[config.mk]
export PLATFORM = sky130hd
export DESIGN_NAME = t5_lsu
export DESIGN_NICKNAME = d
export VERILOG_FILES = /design/src/rtl/t5_lsu.sv
export SDC_FILE = /design/constraint.sdc
export NUM_CORES = 1
export LEC_CHECK = 0
export CAP_MARGIN = 20
export CORE_MARGIN = 4
export CORE_UTILIZATION = 35
export CTS_BUF_LIST = sky130_fd_sc_hd__clkbuf_2
export DETAILED_ROUTE_END_ITERATION = 10
export MAX_ROUTING_LAYER = met4
export PLACE_DENSITY = 0.71
export SYNTH_ARGS = -nofsm -noshare
export SYNTH_HDL_FRONTEND = slang
export SYNTH_SLANG_ARGS = --single-unit
[constraint.sdc]
create_clock -name sclk -period 3.75 [get_ports sclk]
set_input_delay 0.375 -clock sclk [delete_from_list [all_inputs] [get_ports sclk]]
set_output_delay 0.375 -clock sclk [all_outputs]
set_load 0.01 [all_outputs]
[src/rtl/t5_lsu.sv]
// t5 load/store unit: one Wishbone data transfer per X-stage load/store, stalling the pipe until done.
// Optional misaligned-access detection is enabled by defining T5_LSU_MISALIGN_EN.
module t5_lsu #(
  parameter int XLEN = 32
) (
  input  logic            sclk,
  input  logic            srst,
  input  logic            sena,
  input  logic            xvld,
  input  logic [4:0]      xopc,
  input  logic [2:0]      xfn3,
  input  logic [XLEN-1:0] xadr,
  input  logic [XLEN-1:0] xrs2,
  input  logic            dwb_ack,
  input  logic [XLEN-1:0] dwb_dti,
  output logic [XLEN-1:0] dwb_adr,
  output logic [XLEN-1:0] dwb_dto,
  output logic [3:0]      dwb_sel,
  output logic            dwb_stb,
  output logic            dwb_cyc,
  output logic            dwb_wre,
  output logic [3:0]      xsel,
  output logic            xstb,
  output logic            xwre,
  output logic [XLEN-1:0] xdti,
  output logic            lstall,
  output logic            xmis
);

  localparam logic [4:0] OPC_LOAD  = 5'b00000;
  localparam logic [4:0] OPC_STORE = 5'b01000;

  typedef enum logic [1:0] {
    S_IDLE,
    S_REQ,
    S_DONE
  } state_t;

  state_t          state;
  state_t          state_nxt;
  logic            memop;
  logic            is_store;
  logic            mis;
  logic [1:0]      size;
  logic [3:0]      sel_nxt;
  logic [XLEN-1:0] dto_nxt;
  logic [XLEN-1:0] buf_q;
  logic            issue;
  logic            capture;
  logic            unused_fn3;

  assign size       = xfn3[1:0];
  assign is_store   = (xopc == OPC_STORE);
  assign memop      = xvld & ((xopc == OPC_LOAD) | is_store);
  assign unused_fn3 = xfn3[2];

`ifdef T5_LSU_MISALIGN_EN
  assign mis  = ((size == 2'd1) & xadr[0]) | ((size == 2'd2) & (|xadr[1:0]));
  assign xmis = memop & mis;
`else
  assign mis  = 1'b0;
  assign xmis = 1'b0;
`endif

  // Byte lanes and lane-replicated store data; loads drive the same pattern.
  always_comb begin
    // NOTE: every always_comb output gets a default first so no latch is inferred.
    sel_nxt = 4'hF;
    dto_nxt = xrs2;
    case (size)
      2'd0: begin
        sel_nxt = 4'b0001 << xadr[1:0];
        dto_nxt = {4{xrs2[7:0]}};
      end
      2'd1: begin
        sel_nxt = xadr[1] ? 4'hC : 4'h3;
        dto_nxt = {2{xrs2[15:0]}};
      end
      default: begin
        sel_nxt = 4'hF;
        dto_nxt = xrs2;
      end
    endcase
  end

  always_ff @(posedge sclk) begin
    // NOTE: sequential state uses non-blocking assignments only.
    if (srst) state <= S_IDLE;
    else      state <= state_nxt;
  end

  always_comb begin
    state_nxt = state;
    issue     = 1'b0;
    capture   = 1'b0;
    lstall    = 1'b0;
    case (state)
      S_IDLE: begin
        if (memop && !mis) begin
          issue     = 1'b1;
          lstall    = 1'b1;
          state_nxt = S_REQ;
        end
      end
      S_REQ: begin
        if (dwb_ack) begin
          // Pipeline frozen in the ack cycle: park the read data until it moves.
          capture   = !sena;
          state_nxt = sena ? S_IDLE : S_DONE;
        end else begin
          lstall = memop & !mis;
        end
      end
      S_DONE: begin
        if (sena) state_nxt = S_IDLE;
      end
      default: state_nxt = S_IDLE;
    endcase
  end

  // Bus request fields are only loaded on issue, so they stay stable through REQ and DONE.
  always_ff @(posedge sclk) begin
    if (srst) begin
      dwb_adr <= '0;
      dwb_dto <= '0;
      dwb_sel <= '0;
      dwb_wre <= 1'b0;
      xsel    <= '0;
      buf_q   <= '0;
    end else begin
      if (issue) begin
        dwb_adr <= {xadr[XLEN-1:2], 2'b00};
        dwb_dto <= dto_nxt;
        dwb_sel <= sel_nxt;
        dwb_wre <= is_store;
        xsel    <= sel_nxt;
      end
      if (capture) buf_q <= dwb_dti;
    end
  end

  assign dwb_stb = (state == S_REQ);
  assign dwb_cyc = dwb_stb;
  assign xstb    = dwb_stb;
  assign xwre    = dwb_wre;
  assign xdti    = (dwb_stb && dwb_ack) ? dwb_dti : buf_q;

endmodule

# Yosys cells after proc, flatten, opt, wreduce, memory -nomap -nowiden
# Index checks and enable logic that the tools add are counted.
# W data, S select, Z words.
# totals
regBits	101
in_bits	109
output_inout_bits	111
wordCells	37
# op_classes
shifts	1
eq_ne	7
bitwise	2
n_reduce_logical	6
n_mux	15
# ops
op	count
$pmux W32 S2	1
$mux W32	1
$mux W2	4
$pmux W4 S2	1
$ne A2 B2 Y1 const B	3
$pmux W2 S3	1
$eq A5 B4 Y1 const B	1
$logic_not A5 Y1	1
$mux W1	5
$eq A2 B1 Y1 const B	2
$logic_not A2 Y1	2
$mux W4	1
$shl A1 B2 Y4 const A	1
$reduce_and A3 Y1	1
$eq A2 B2 Y1 const B	1
$pmux W1 S2	1
$and A1 B1 Y1	1
$logic_and A1 B1 Y1	1
$logic_not A1 Y1	1
$or A1 B1 Y1	1

# Longest topological paths before layout
# Gate-level depths: netlist of the first run.
# depth
word_depth	5
ltp_mapped	5
depth_no_buf	3

# Least setup slack after synthesis of the first run
# OpenSTA, ideal clock, no wires.
# synth_path
path_kind	input-to-output
startpoint	in xopc[1]
endpoint	out lstall
cell_stages	5
t_arrival_ns	1.665
required_time_ns	3.375
n_path_buf	2
slack_ns	1.710
path_cell_list	or3b_1 clkbuf_1 clkbuf_1 or4_1 a21oi_1
# synth_via
elab_chain_cells	5
word_cells_on_any_way	7
cone_classes	eq/ne: 1; mux: 3; bitwise: 2; reduce/logical: 1
# synth_rtl
item	line_no	source
start, declared	10	input logic [4:0] xopc,
$eq A5 B4 Y1 / $logic_not A5 Y1 (equally long branches)	53, 54	
$or A1 B1 Y1 (*)	54	assign memop = xvld & ((xopc == OPC_LOAD) | is_store);
$and A1 B1 Y1 (*)	54	
$mux W1 (on tied branches)	106, 99	
$pmux W1 S2 (*)	97	case (state)
end, declared	26	output logic lstall,
# Every way passes the cells marked *; elsewhere a longest branch is shown, timed or not.

# Worst setup path in the final report of the first run
# layout_path
startpoint	reg state[1]
endpoint	out xdti[28]
# layout_via
elab_chain_cells	3
# layout_rtl
item	line_no	source
start, declared	39	state_t state;
start signal, assigned	89	else state <= state_nxt;
$eq A2 B1 Y1	142	assign dwb_stb = (state == S_REQ);
$logic_and A1 B1 Y1	146	assign xdti = (dwb_stb && dwb_ack) ? dwb_dti : buf_q;
$mux W32	146	
end, declared	25	output logic [XLEN-1:0] xdti,
# No other way between the ends.

==> results.md, run 1 <==
- Critical path class: reg2out
- Synth Area per Inst: 8.63 sq um
- Synth Register Bits: 101
- Total negative slack: 0 ns
- Critical Path Fanout Max: 31
- CTS tree: yes
- Via count: 4,590
- Final Instance Area: 6840 sq um
- Fmax achieved: 316 MHz
- Met3 WL: 1.01 mm
- Post-synthesis sequential area ratio: 44.4%
- Port Buffers: 215
- Vias in the first global route: 4,400
- Cts hold-fix bufs: 0
- Leak pwr: 2.32 nW
- H-Tree Level Count: 3
- Clock slew seen by the registers of the worst setup and hold paths: 0.24 ns
- Max Cap Viol: 0
- Die W: 122 um
- Arrival time worst endpoint: 2.78 ns
- First-pass GRT wire length: 22.5 mm
- Grt ovf: 0
- Hpwl dp: 10.3 mm
- Detail Route Antenna Nets: 0
- Synth Warn #: 0
- Setup violations, final: 0
- DP Area: 6740 sq um
- Cts bufs inserted: 9
- DRC Markers: 0
- Wirelength, routed: 14.7 mm
- Initial antenna violation count: 1
- Drt first pass iters: 5
- Wire length per cell: 16.7 um
- Number of fill cells in the layout: 1,169
- Clock buffer depth: 2
- Status: finished, final reports clean
- Synth cell types: 30
- GP Congestion: 0.802
- Post-CTS setup buffers: 0
- Setup Skew: 0.0306 ns
- DR vias/cell: 5.20
- Initial cell density of the core: 36.0%
- DR WL met2: 7.04 mm
- Total GRT Usage: 19.4%
- Cell Pwr Density: 264 nW/um^2
- Peak supply drop: 0.128 mV
- Post-Syn Instances: 528
- Core area: 12,700 sq um
- Final Hold Vio Count: 0
- Mapped Area: 4560 sq um
- # rows: 41
- CP required: 3.38 ns
- Share of cells above drive strength 1: 11.0%
- HP Class: in2reg
- Detailed Route Iter0 Violations: 275
- Die Y: 122 um
- Crit. End Element: primary output
- Slew headroom: 41.1%
- Area growth syn-to-layout: 50.2%
- CTS root buf: clkbuf_2
- Worst slew pin tran: 0.881 ns
- Crit path launch type: flop
- Skew-Pair Late Insertion Delay: 0.58 ns
- Total die area: 14,900 sq um
- Tmin final: 3.16 ns
- Fin crit share: 84.3%
- Slew Limit Fails: 0
- Total clock sinks: 101
- Final nets: 815
- Max Used Layer: met4
- Largest net degree at the start of global routing: 62
- CTS-repair resized insts: 0
- Total I/O pin count: 220
- RSZ-0062 raised after global routing: false
- M1 wire length: 6.26 mm
==> cells in the final DEF, fill, tap and decap left out, types with 2 or more instances in the layout <==
cell type | synthesis | routed
a211oi_1 | 12 | 12
a21oi_1 | 94 | 94
a311oi_1 | 10 | 10
buf_4 | 12 | 10
clkbuf_2 | 0 | 11
clkdlybuf4s50_1 | 0 | 214
clkinv_2 | 0 | 3
conb_1 | 1 | 3
dfxtp_1 | 101 | 101
inv_1 | 2 | 2
mux2_2 | 40 | 40
mux2i_1 | 16 | 16
nand2_1 | 73 | 73
nand2b_1 | 10 | 10
nand3_1 | 39 | 39
o21ai_0 | 48 | 48
o22ai_2 | 8 | 8
or4_1 | 2 | 2
==> cells in the mapped netlist <==
library cell  number  share of area, %
o21ai_1            1              0.11
conb_1             1             0.082
o22ai_2            8               2.2
or3_1              1              0.14
nor4_2             1              0.27
or4_1              2              0.33
nor2b_1            1              0.14
a21oi_1           94                10
buf_2              8              0.88
inv_1              2              0.16
nor4bb_1           1              0.22
o21ai_0           48               5.3
dfxtp_1          101                44
mux2i_1           16               3.5
a311oi_1          10               1.9
nand3_1           39               4.3
nor2_1             1             0.082
nor3b_1            1              0.16
nor2_2             1              0.14
or4bb_1            1              0.25
or4_4              1              0.25
buf_1              1             0.082
a211oi_1          12               2.0
nand2_1           73               6.0
mux2_2            40               9.9
buf_4             12               2.0
nand2b_1          10               1.4
or3b_1             1              0.19
or2b_1             1              0.16
clkbuf_1          39               3.2
==> kinds of logic after synthesis <==
family	count (synthesis)	synth area share, %
simple gates	135	14.0
flops	101	44.4
other cells	1	0.0823
compound gates	173	21.8
mux	56	13.4
buf+inv	62	6.32
==> report_power, final <==
group	leakage [nW]	switching [mW]	total (mW)	internal (mW)
sequential	0.815	0.00679	1.10	1.09
clock	0.0574	0.340	0.422	0.0826
combinational	1.45	0.128	0.290	0.162
total	2.32	0.474	1.81	1.33
==> per-layer routing <==
| layer | vias to the layer above | track usage [%] |
|---|---|---|
| li1 | 2212 | - |
| met1 | 2165 | 23.4 |
| met2 | 186 | 31.0 |
| met3 | 27 | 4.55 |
| met4 | 0 | 8.33 |
| met5 | - | - |
==> final timing paths <==
check                                             from                  endpoint  slack, ns  cells past startpoint
worst max-delay path             state[1]$_SDFFE_PP0P_                  xdti[28]       0.59                      5
worst min-delay path                              srst   dwb_dto[3]$_SDFFE_PP0P_       0.32                      2
worst max register to register   state[1]$_SDFFE_PP0P_  dwb_dto[25]$_SDFFE_PP0P_       1.59                      3
worst min register to register  buf_q[13]$_SDFFE_PP0P_    buf_q[13]$_SDFFE_PP0P_       0.47                      2
==> sequential cells by signal, indices dropped and copies added (netlist names) <==
| register | cells |
|---|---|
| dwb_adr | 30 |
| buf_q | 32 |
| dwb_dto | 32 |
| dwb_wre | 1 |
| xsel | 4 |
| state | 2 |
==> area by class of cell <==
| cell class | instances | area, sq um | area share, % |
|---|---|---|---|
| antenna | 1 | 2.50 | 0.0366 |
| clock buffer | 11 | 55.1 | 0.804 |
| clock inverter | 3 | 15.0 | 0.219 |
| inverter | 2 | 7.51 | 0.110 |
| multi-input combinational | 367 | 2280 | 33.3 |
| sequential | 101 | 2020 | 29.5 |
| tap | 172 | 215 | 3.14 |
| timing repair buffer | 225 | 2240 | 32.8 |
==> critical path, cell delays in order, from the launching register on <==
cell and delay [ns]:
dfxtp_1 0.60, nor2b_1 0.17, nand2_1 0.16, buf_4 0.38, mux2_2 0.38, clkdlybuf4s50_1 0.51
==> through the flow <==
step,std cells,worst slack (ns),power [mW],utilization [%],hold WS [ns]
final,882,0.590,1.81,54.0,0.318
after global routing,882,0.393,1.90,54.0,0.275
after floorplan,530,1.71,1.23,-,0.433
after global placement,866,1.04,1.40,53.2,0.438
after CTS,880,0.524,1.83,53.8,0.265
after detailed placement,866,1.07,1.40,53.2,0.447
(Power assumes the default switching activity.)
==> run 2: changes to the inputs <==
- clock period: 3.75 -> 3.1 ns (I/O delays scaled with it)
==> run 2 against run 1 <==
  * Critical path type unchanged
  * Sequential power is 21% higher
  * Clock skew is 0.019 ns lower
  * Largest power group unchanged
  * Core utilization is 0.71 points higher
  * Sequential share of layout area is 0.35 points lower
  * Critical endpoint unchanged
  * Combinational power is 22% higher
  * Sequential cell count stayed put
  * Cell count is 0.45% higher
  * Register-to-register slack worse by 0.41 ns
  * Via count is 0.68% higher
==> results.md, run 2 (synthesized netlist as in run 1, its figures left out) <==
- Fin crit share: 90.9%
- # rows: 41 (unchanged)
- Cell Pwr Density: 342 nW/um^2 (+29%)
- Inst Count DP: 868 (+0.23%)
- Critical Path Fanout Max: 32 (+3.2%)
- CP endpoint: xdti[28]
- Hpwl dp: 10.5 mm (+1.3%)
- Grt ovf: 0 (unchanged)
- Biggest regs: buf_q x32, dwb_dto x32, dwb_adr x30
- Total GRT Usage: 19.5% (+0.16 points)
- Critical-path cell list: nor2b_2 > nand2_1 > buf_6 > mux2_2 > clkdlybuf4s50_1
- CP top delay family: buffers and inverters
- Setup Skew: 0.0114 ns (-0.0192 ns)
- Fmax achieved: 355 MHz
- Port Buffers: 215 (unchanged)
- First-pass GRT wire length: 22.4 mm (-0.36%)
- Die W: 122 um (unchanged)
- Worst path bufs/invs: 2 (unchanged)
- Leak pwr: 2.35 nW (+1.5%)
- Setup crit start: state[0]$_SDFFE_PP0P_
- Detail Route Antenna Nets: 0 (unchanged)
- Worst reg-to-reg setup slack: 1.18 ns (-0.41 ns)
- Post-CTS setup buffers: 0 (unchanged)
- Reg2reg end: dwb_dto[25]$_SDFFE_PP0P_
- CTS root buf: clkbuf_2
- Crit path launch type: flop
- CP required: 2.79 ns (-0.59 ns)
- Cts bufs inserted: 9 (unchanged)
- Slew Limit Fails: 0 (unchanged)
- Max stage delay on crit path: 0.50 ns (-0.10 ns)
- Final Hold Vio Count: 0 (unchanged)
- H-Tree Level Count: 3 (unchanged)
- Drt first pass iters: 5 (unchanged)
- Initial cell density of the core: 36.0% (unchanged)
- Share of cells above drive strength 1: 11.6% (+0.64 points)
- Clock buffer depth: 2 (unchanged)
- RSZ-0062 raised after global routing: false
- Commonest non-fill, non-tap cells in the layout: 214 x clkdlybuf4s50_1, 99 x dfxtp_1, 94 x a21oi_1
- Total I/O pin count: 220 (unchanged)
- Slew headroom: 45.5% (+4.4 points)
- Critical path class: reg2out
- Status: finished, final reports clean
- Worst slew pin tran: 0.818 ns (-0.0629 ns)
- Largest net degree at the start of global routing: 77 (+24%)
- Arrival time worst endpoint: 2.51 ns (-0.27 ns)
- Die Y: 122 um (unchanged)
- CTS tree: yes
- Wirelength, routed: 14.8 mm (+0.52%)
- Initial antenna violation count: 1 (unchanged)
- Slowest cell on crit path: clkdlybuf4s50_1
- Detailed Route Iter0 Violations: 306 (+11%)
- Reg2reg start: state[1]$_SDFFE_PP0P_
- Cell count of the worst reg-to-reg path: 3 (unchanged)
- Peak supply drop: 0.216 mV (+69%)
- Final nets: 818 (+0.37%)
- Skew-Pair Late Insertion Delay: 0.59 ns (about the same)
- Setup violations, final: 0 (unchanged)
- Core area: 12,700 sq um (unchanged)
- Crit. End Element: primary output
- Crit path depth: 5 (unchanged)
- Max Cap Viol: 0 (unchanged)
- DR vias/cell: 5.22 (+0.22%)
- Via count: 4,621 (+0.68%)
- Wire length per cell: 16.7 um (about the same)
- Commonest non-fill, non-tap cell in the layout: clkdlybuf4s50_1
- HP Class: in2reg
- Total negative slack: 0 ns (unchanged)
- Area growth syn-to-layout: 52.2%
- Vias in the first global route: 4,369 (-0.70%)
- Layout Cells excl Fill: 886 (+0.45%)
- Tmin final: 2.82 ns
- DRC Markers: 0 (unchanged)
- GP Congestion: 0.780 (-2.7%)
- Clock slew seen by the registers of the worst setup and hold paths: 0.26 ns (+0.02 ns)
- Total clock sinks: 101 (unchanged)
- Total die area: 14,900 sq um (unchanged)
## run 2: stage by stage
step / hold slack, ns / setup slack, ns / total power, mW / instance area [sq um] / utilization (%)
after floorplan: 0.388 / 1.19 / 1.49 / 4560 / -
after global placement: 0.439 / 0.523 / 1.70 / 6760 / 53.3
after detailed placement: 0.447 / 0.521 / 1.70 / 6760 / 53.3
after CTS: 0.00122 / 0.000833 / 2.40 / 6890 / 54.3
after global routing: 0.139 / 0.0636 / 2.48 / 6930 / 54.7
final: 0.237 / 0.281 / 2.37 / 6930 / 54.7
## run 2: final cells by class
class,instances,area [sq um]
fill,1174,5740
multi-input combinational,367,2280
timing repair buffer,228,2270
sequential,101,2020
tap,172,215
clock inverter,5,76.3
clock buffer,10,50.0
inverter,2,7.51
antenna,1,2.50
## run 2: what timing repair did
action                                  in CTS  in global routing
endpoints found under the hold margin        0                 10
resized for setup                            1                  3
endpoints found under the setup margin      15                 32
hold buffers                                 0                  1
## run 2: worst min path at each step
stage                                       from                  endpoint  cells after the start
after floorplan                             sena     state[1]$_SDFFE_PP0P_                      1
after global placement     buf_q[2]$_SDFFE_PP0P_     buf_q[2]$_SDFFE_PP0P_                      2
after detailed placement  buf_q[30]$_SDFFE_PP0P_    buf_q[30]$_SDFFE_PP0P_                      2
after CTS                                   srst    buf_q[27]$_SDFFE_PP0P_                      2
after global routing                    xadr[20]  dwb_adr[20]$_SDFFE_PP0P_                      3
final                                   xadr[27]  dwb_adr[27]$_SDFFE_PP0P_                      3
## run 2: where the power goes
group,total [mW],internal (mW),switching [mW]
Clock,0.687,0.261,0.426
Sequential,1.33,1.32,0.00822
Combinational,0.355,0.199,0.157
Total,2.37,1.78,0.591
## run 2: per-layer routing
metal	track usage (%)	up-vias	wire [um]
met2	31.9	178	7180
met4	7.07	0	369
met5	-	-	0
li1	-	2226	-
met3	5.85	27	1130
met1	22.8	2190	6110
## run 2: tightest hold or removal path: stages
cell,delay [ns]
clkdlybuf4s50_1,0.40
nand3_1,0.06
a21oi_1,0.06
